**config.mk**
```make
export PLATFORM = sky130hd
export DESIGN_NAME = wm_neighbour_fetch
export DESIGN_NICKNAME = d
export VERILOG_FILES = /design/src/rtl/wm_neighbour_fetch.sv
export SDC_FILE = /design/constraint.sdc
export NUM_CORES = 1
export LEC_CHECK = 0
export CORE_MARGIN = 2
export CORE_UTILIZATION = 55
export DETAILED_ROUTE_END_ITERATION = 7
export GPL_ROUTABILITY_DRIVEN = 0
export GPL_TIMING_DRIVEN = 0
export PLACE_DENSITY = 0.72
export SETUP_SLACK_MARGIN = 0.15
export SYNTH_ARGS = -nofsm -noshare
export SYNTH_HDL_FRONTEND = slang
export SYNTH_SLANG_ARGS = --single-unit
```
**constraint.sdc**
```tcl
create_clock -name clk -period 6.05 [get_ports clk]
set_clock_uncertainty 0.2 [all_clocks]
set_input_delay 0.9075 -clock clk [delete_from_list [all_inputs] [get_ports clk]]
set_output_delay 0.9075 -clock clk [all_outputs]
set_load 0.02 [all_outputs]
```
**src/rtl/wm_neighbour_fetch.sv**
```systemverilog
// Neighbour fetch front end for the watermark insertion stage.
// For each raster pixel it presents the pixel itself, its left, upper and
// upper-left neighbours and one 2-bit watermark symbol. Border pixels (first
// row or first column) carry zero neighbours where none exist and symbol 00,
// and they do not consume a symbol.
module wm_neighbour_fetch #(
    parameter int IMG_WIDTH  = 64,
    parameter int IMG_HEIGHT = 64,
    parameter int COL_W      = 6,
    parameter int ROW_W      = 6
) (
    input  logic       clk,
    input  logic       rst,
    input  logic       start,
    input  logic       in_valid,
    output logic       in_ready,
    input  logic [7:0] in_pixel,
    input  logic       wm_valid,
    output logic       wm_ready,
    input  logic [7:0] wm_word,
    output logic       out_valid,
    input  logic       out_ready,
    output logic [7:0] Data1,
    output logic [7:0] Data2,
    output logic [7:0] Data3,
    output logic [7:0] Data4,
    output logic [1:0] WM_Data,
    output logic       frame_done
);

    typedef enum logic [1:0] {
        ST_IDLE  = 2'd0,
        ST_RUN   = 2'd1,
        ST_DRAIN = 2'd2
    } state_t;

    localparam logic [COL_W-1:0] LAST_COL = COL_W'(IMG_WIDTH - 1);
    localparam logic [ROW_W-1:0] LAST_ROW = ROW_W'(IMG_HEIGHT - 1);

    // Frame control and raster position
    state_t           state_q, state_d;
    logic [ROW_W-1:0] row_q, row_d;
    logic [COL_W-1:0] col_q, col_d;

    // Packed symbol buffer: the active symbol always sits in bits [1:0]
    logic [7:0]       sym_q, sym_d;
    logic [2:0]       symCnt_q, symCnt_d;

    // One line of previous-row pixels, plus left / upper-left history
    logic [7:0]       lineBuf [IMG_WIDTH];
    logic [7:0]       left_q;
    logic [7:0]       upLeft_q;

    // Output register
    logic             outValid_q;
    logic [7:0]       data1_q, data2_q, data3_q, data4_q;
    logic [1:0]       wm_q;
    logic             frameDone_q;

    // Handshake and position decode
    logic             isBorder;
    logic             lastCol;
    logic             lastPixel;
    logic             pixAccept;
    logic             wmAccept;
    logic             outTake;
    logic             consumeSym;
    logic [7:0]       upRead;
    logic [7:0]       leftVal;
    logic [7:0]       upVal;
    logic [7:0]       upLeftVal;

    assign isBorder   = (row_q == '0) || (col_q == '0);
    assign lastCol    = (col_q == LAST_COL);
    assign lastPixel  = lastCol && (row_q == LAST_ROW);
    assign upRead     = lineBuf[col_q];

    // Input is taken only while running, when the output register can be
    // refilled this cycle, and when an interior pixel has a symbol to use.
    assign in_ready   = !rst && (state_q == ST_RUN)
                        && (!outValid_q || out_ready)
                        && (isBorder || (symCnt_q != 3'd0));
    assign wm_ready   = !rst && (symCnt_q == 3'd0);

    assign pixAccept  = in_valid && in_ready;
    assign wmAccept   = wm_valid && wm_ready;
    assign outTake    = outValid_q && out_ready;
    assign consumeSym = pixAccept && !isBorder;

    // Neighbour values, zeroed where the neighbour lies outside the frame
    assign leftVal    = (col_q == '0) ? 8'd0 : left_q;
    assign upVal      = (row_q == '0) ? 8'd0 : upRead;
    assign upLeftVal  = isBorder ? 8'd0 : upLeft_q;

    assign out_valid  = outValid_q;
    assign Data1      = data1_q;
    assign Data2      = data2_q;
    assign Data3      = data3_q;
    assign Data4      = data4_q;
    assign WM_Data    = wm_q;
    assign frame_done = frameDone_q;

    // Frame FSM next state and raster position advance
    always_comb begin
        state_d = state_q;
        row_d   = row_q;
        col_d   = col_q;
        case (state_q)
            ST_IDLE: begin
                if (start) begin
                    state_d = ST_RUN;
                    row_d   = '0;
                    col_d   = '0;
                end
            end
            ST_RUN: begin
                if (pixAccept) begin
                    if (lastPixel) begin
                        state_d = ST_DRAIN;
                        row_d   = '0;
                        col_d   = '0;
                    end else if (lastCol) begin
                        col_d = '0;
                        row_d = row_q + 1'b1;
                    end else begin
                        col_d = col_q + 1'b1;
                    end
                end
            end
            ST_DRAIN: begin
                if (outTake) begin
                    state_d = ST_IDLE;
                end
            end
            default: begin
                state_d = ST_IDLE;
            end
        endcase
    end

    // Symbol buffer: reload a full word when empty, otherwise shift one out per interior pixel
    always_comb begin
        sym_d    = sym_q;
        symCnt_d = symCnt_q;
        if (wmAccept) begin
            sym_d    = wm_word;
            symCnt_d = 3'd4;
        end else if (consumeSym) begin
            sym_d    = {2'b00, sym_q[7:2]};
            symCnt_d = symCnt_q - 3'd1;
        end
    end

    // Control state registers
    always_ff @(posedge clk or posedge rst) begin
        if (rst) begin
            state_q  <= ST_IDLE;
            row_q    <= '0;
            col_q    <= '0;
            sym_q    <= '0;
            symCnt_q <= 3'd0;
        end else begin
            state_q  <= state_d;
            row_q    <= row_d;
            col_q    <= col_d;
            sym_q    <= sym_d;
            symCnt_q <= symCnt_d;
        end
    end

    // Line buffer write; contents are never cleared since row 0 never reads them
    always_ff @(posedge clk) begin
        if (pixAccept) begin
            lineBuf[col_q] <= in_pixel;
        end
    end

    // Left and upper-left history, captured from the pixel being accepted
    always_ff @(posedge clk or posedge rst) begin
        if (rst) begin
            left_q   <= 8'd0;
            upLeft_q <= 8'd0;
        end else if (pixAccept) begin
            left_q   <= lastCol ? 8'd0 : in_pixel;
            upLeft_q <= lastCol ? 8'd0 : upRead;
        end
    end

    // Output register: load on acceptance, hold while downstream stalls
    always_ff @(posedge clk or posedge rst) begin
        if (rst) begin
            outValid_q <= 1'b0;
            data1_q    <= 8'd0;
            data2_q    <= 8'd0;
            data3_q    <= 8'd0;
            data4_q    <= 8'd0;
            wm_q       <= 2'b00;
        end else if (pixAccept) begin
            outValid_q <= 1'b1;
            data1_q    <= in_pixel;
            data2_q    <= leftVal;
            data3_q    <= upVal;
            data4_q    <= upLeftVal;
            wm_q       <= isBorder ? 2'b00 : sym_q[1:0];
        end else if (outTake) begin
            outValid_q <= 1'b0;
        end
    end

    // Frame completion pulse, raised the cycle after the final output is taken
    always_ff @(posedge clk or posedge rst) begin
        if (rst) begin
            frameDone_q <= 1'b0;
        end else begin
            frameDone_q <= (state_q == ST_DRAIN) && outTake;
        end
    end

endmodule

```
==> impl_metrics.tcl <==
set metrics [dict create \
    status "complete, but fails checks" \
    violations "max-capacitance violations, max-slew violations, negative setup slack" \
    ctsHoldBuffers 0 \
    routed_wl_mm 71.8 \
    setup_viol 136 \
    die_height_um 211 \
    first_pass_iters 8 \
    finalNetCount 1612 \
    clockRootBuffer "clkbuf_16" \
    slew_viol_final 7 \
    period_share 1.02 \
    worstPathCellList "buf_2, inv_1, clkbuf_1, clkdlybuf4s15_2, ha_1, nand3_1, a31oi_4, clkbuf_1, nand3_1, nor2_2" \
    final_antenna_net_count 0 \
    cts-htree-levels 2 \
    clockBufferDepth 3 \
    clkLatencyLatePin_ns 0.62 \
    portBuffers 59 \
    num_io_pins 60 \
    worst_pin_slew_ns 1.64 \
    arrival_ns 6.24 \
    required_ns 6.10 \
    initial_utilization 0.559 \
    cp_slowest_cell "nor2_2" \
    cts_sinks 589 \
    drtIter0Drc 2889 \
    vias_per_cell 6.89 \
    antenna_found_initial 2 \
    ys.warnings.count 0 \
    ys_types 70 \
    grt_pass1_vias 14500 \
    grt_pass1_wl_mm 103 \
    cp_max_fo 10 \
    design.core.area_um2 42100 \
    fill_cells 2987 \
    grt_overflow_total 0 \
    start_kind "flip-flop" \
    drive_gt1_frac 0.179 \
    fin_ws_ns -0.136 \
    wl_per_cell_um 33.1 \
    ir_worst_vdd_uv 211 \
    p_per_area_nw_per_um2 462 \
    dieArea_um2 44500 \
    drc 0 \
    yosysSeqAreaShare 0.735 \
    synth_edf_count 512 \
    cts_buffers 57 \
    die_x_um 211 \
    min_path_type "flip-flop to flip-flop" \
    final_common_cell "edfxtp_1" \
    worst_setup_path_end_kind "flip-flop" \
    tns_ns -9.44 \
    grt_max_degree 66 \
    max_cap_violations 1 \
    max_freq_mhz 162 \
    netlist_instances 1457 \
    maxSlewHeadroom -0.0990 \
    areaGrowthSynthToFinish_pct 14.7 \
    synth_flop_cell "edfxtp_1" \
    async_flop_share 0.131 \
    rsz0062_at_grt "yes" \
    num_rows 75 \
    finalCriticalPeriod_ns 6.19 \
    p_leak_uw 0.00911 \
    crit_type "flip-flop to flip-flop" \
    ys_ff_latch 589 \
    hpwl_mm 46.3 \
    synth_area_um2 23500 \
    clk_transition_reported_paths_ns 0.06 \
    track_usage 0.332 \
    syn-num-nets 1485 \
    final_cell_mix "512 x edfxtp_1, 119 x nand2_1, 85 x mux2i_1" \
    vias 15000 \
    slowest_delay_ns 0.80 \
    dp_slack_ns -0.159 \
    avgSynthCellArea_um2 16.2 \
    finalHoldViolCount 0 \
    finalCoreUtilization 0.640 \
    cts_tree "built" \
]
-- cells by family after synthesis --
logic type	count (synthesis)	synth area share
compound gates	265	0.0828
flops	589	0.735
simple gates	329	0.0657
fa+ha+maj	6	0.00319
xor+xnor	1	0.000372
buf+inv	102	0.0196
mux	165	0.0931
-- power breakdown --
part | switching, uW | internal [uW]
sequential | 122 | 4650
clock | 1520 | 2020
combinational | 2820 | 1340
-- critical path: cells and delay by family, from the launching register on --
kind	cells	cell delay [ns]
DFF	1	0.41
AOI/OAI and AO/OA	1	0.67
adders and majority gates	1	0.26
and+or+nand+nor	3	1.99
buffers and inverters	5	2.22
-- registers in the layout (all words and copies together), names as in the netlist, 2 cells and up --
name and cells:
lineBuf 512, Data1 8, Data2 8, Data3 8
Data4 8, left_q 8, sym_q 8, upLeft_q 8
col_q 6, row_q 6, symCnt_q 3, WM_Data 2
state_q 2
-- worst paths after layout --
kind / from / endpoint / slack, ns / cells past startpoint
worst max-delay path: col_q[1] / lineBuf[61][5] / -0.14 / 10
worst min-delay path: left_q[2] / left_q[2] / 0.26 / 2
worst max register to register: col_q[1] / lineBuf[61][5] / -0.14 / 10
worst min register to register: left_q[2] / left_q[2] / 0.26 / 2
max in group asynchronous: rst / sym_q[2] / 4.60 / 3
min in group asynchronous: rst / state_q[1] / 0.47 / 2
-- per-layer routing --
metal | GRT usage | part of all wire
met4 | 0.178 | 0.068
met2 | 0.478 | 0.43
met5 | 0.00445 | 0
met3 | 0.116 | 0.15
met1 | 0.448 | 0.35
-- through the flow --
| stage | cell area, um2 | total power [uW] | instances | hold WS [ns] |
|---|---|---|---|---|
| after floorplan | 23500 | 7000 | 1457 | 0.238 |
| after global placement | 24800 | 8700 | 2055 | 0.252 |
| after detailed placement | 24900 | 8750 | 2064 | 0.255 |
| after CTS | 26900 | 12200 | 2169 | 0.269 |
| after global routing | 27000 | 12700 | 2169 | 0.292 |
| final | 27000 | 12500 | 2170 | 0.265 |
-- timing repair --
| item | 4_1_cts | 5_1_grt |
|---|---|---|
| endpoints found under the setup margin | 488 | 465 |
| gates resized for setup | 35 | 35 |
| buffers inserted | 0 | 0 |
-- cell usage after synthesis, drive strengths merged (6+ instances only) --
cell / count / area (um2)
o2bb2ai: 13 / 114
mux2i: 85 / 851
o21ai: 39 / 195
mux4: 39 / 878
nand2b: 10 / 62.6
nor2b: 9 / 56.3
nor2: 97 / 364
and2: 7 / 43.8
o211a: 6 / 60.1
dfrtp: 77 / 1930
edfxtp: 512 / 15400
nor4: 9 / 62.6
ha: 6 / 75.1
a221o: 19 / 190
o31ai: 6 / 45.0
a21oi: 33 / 165
nand3: 30 / 155
a22o: 19 / 166
clkbuf: 42 / 159
o22ai: 29 / 181
and3: 11 / 68.8
mux2: 41 / 462
a221oi: 21 / 184
a22oi: 30 / 225
a211oi: 10 / 75.1
nand2: 119 / 447
inv: 12 / 45.0
nand3b: 6 / 45.0
buf: 48 / 258
-- cell type report --
cell class	instances	area [um2]	area share
buffer	90	424	0.0157
sequential	589	17300	0.641
multi-input combinational	766	5960	0.221
clock inverter	39	373	0.0138
tap	539	674	0.0250
antenna	1	2.50	0.0000927
inverter	12	47.5	0.00176
clock buffer	66	1460	0.0541
timing repair buffer	68	738	0.0274
Note: power is estimated with default switching activity, not from simulation.
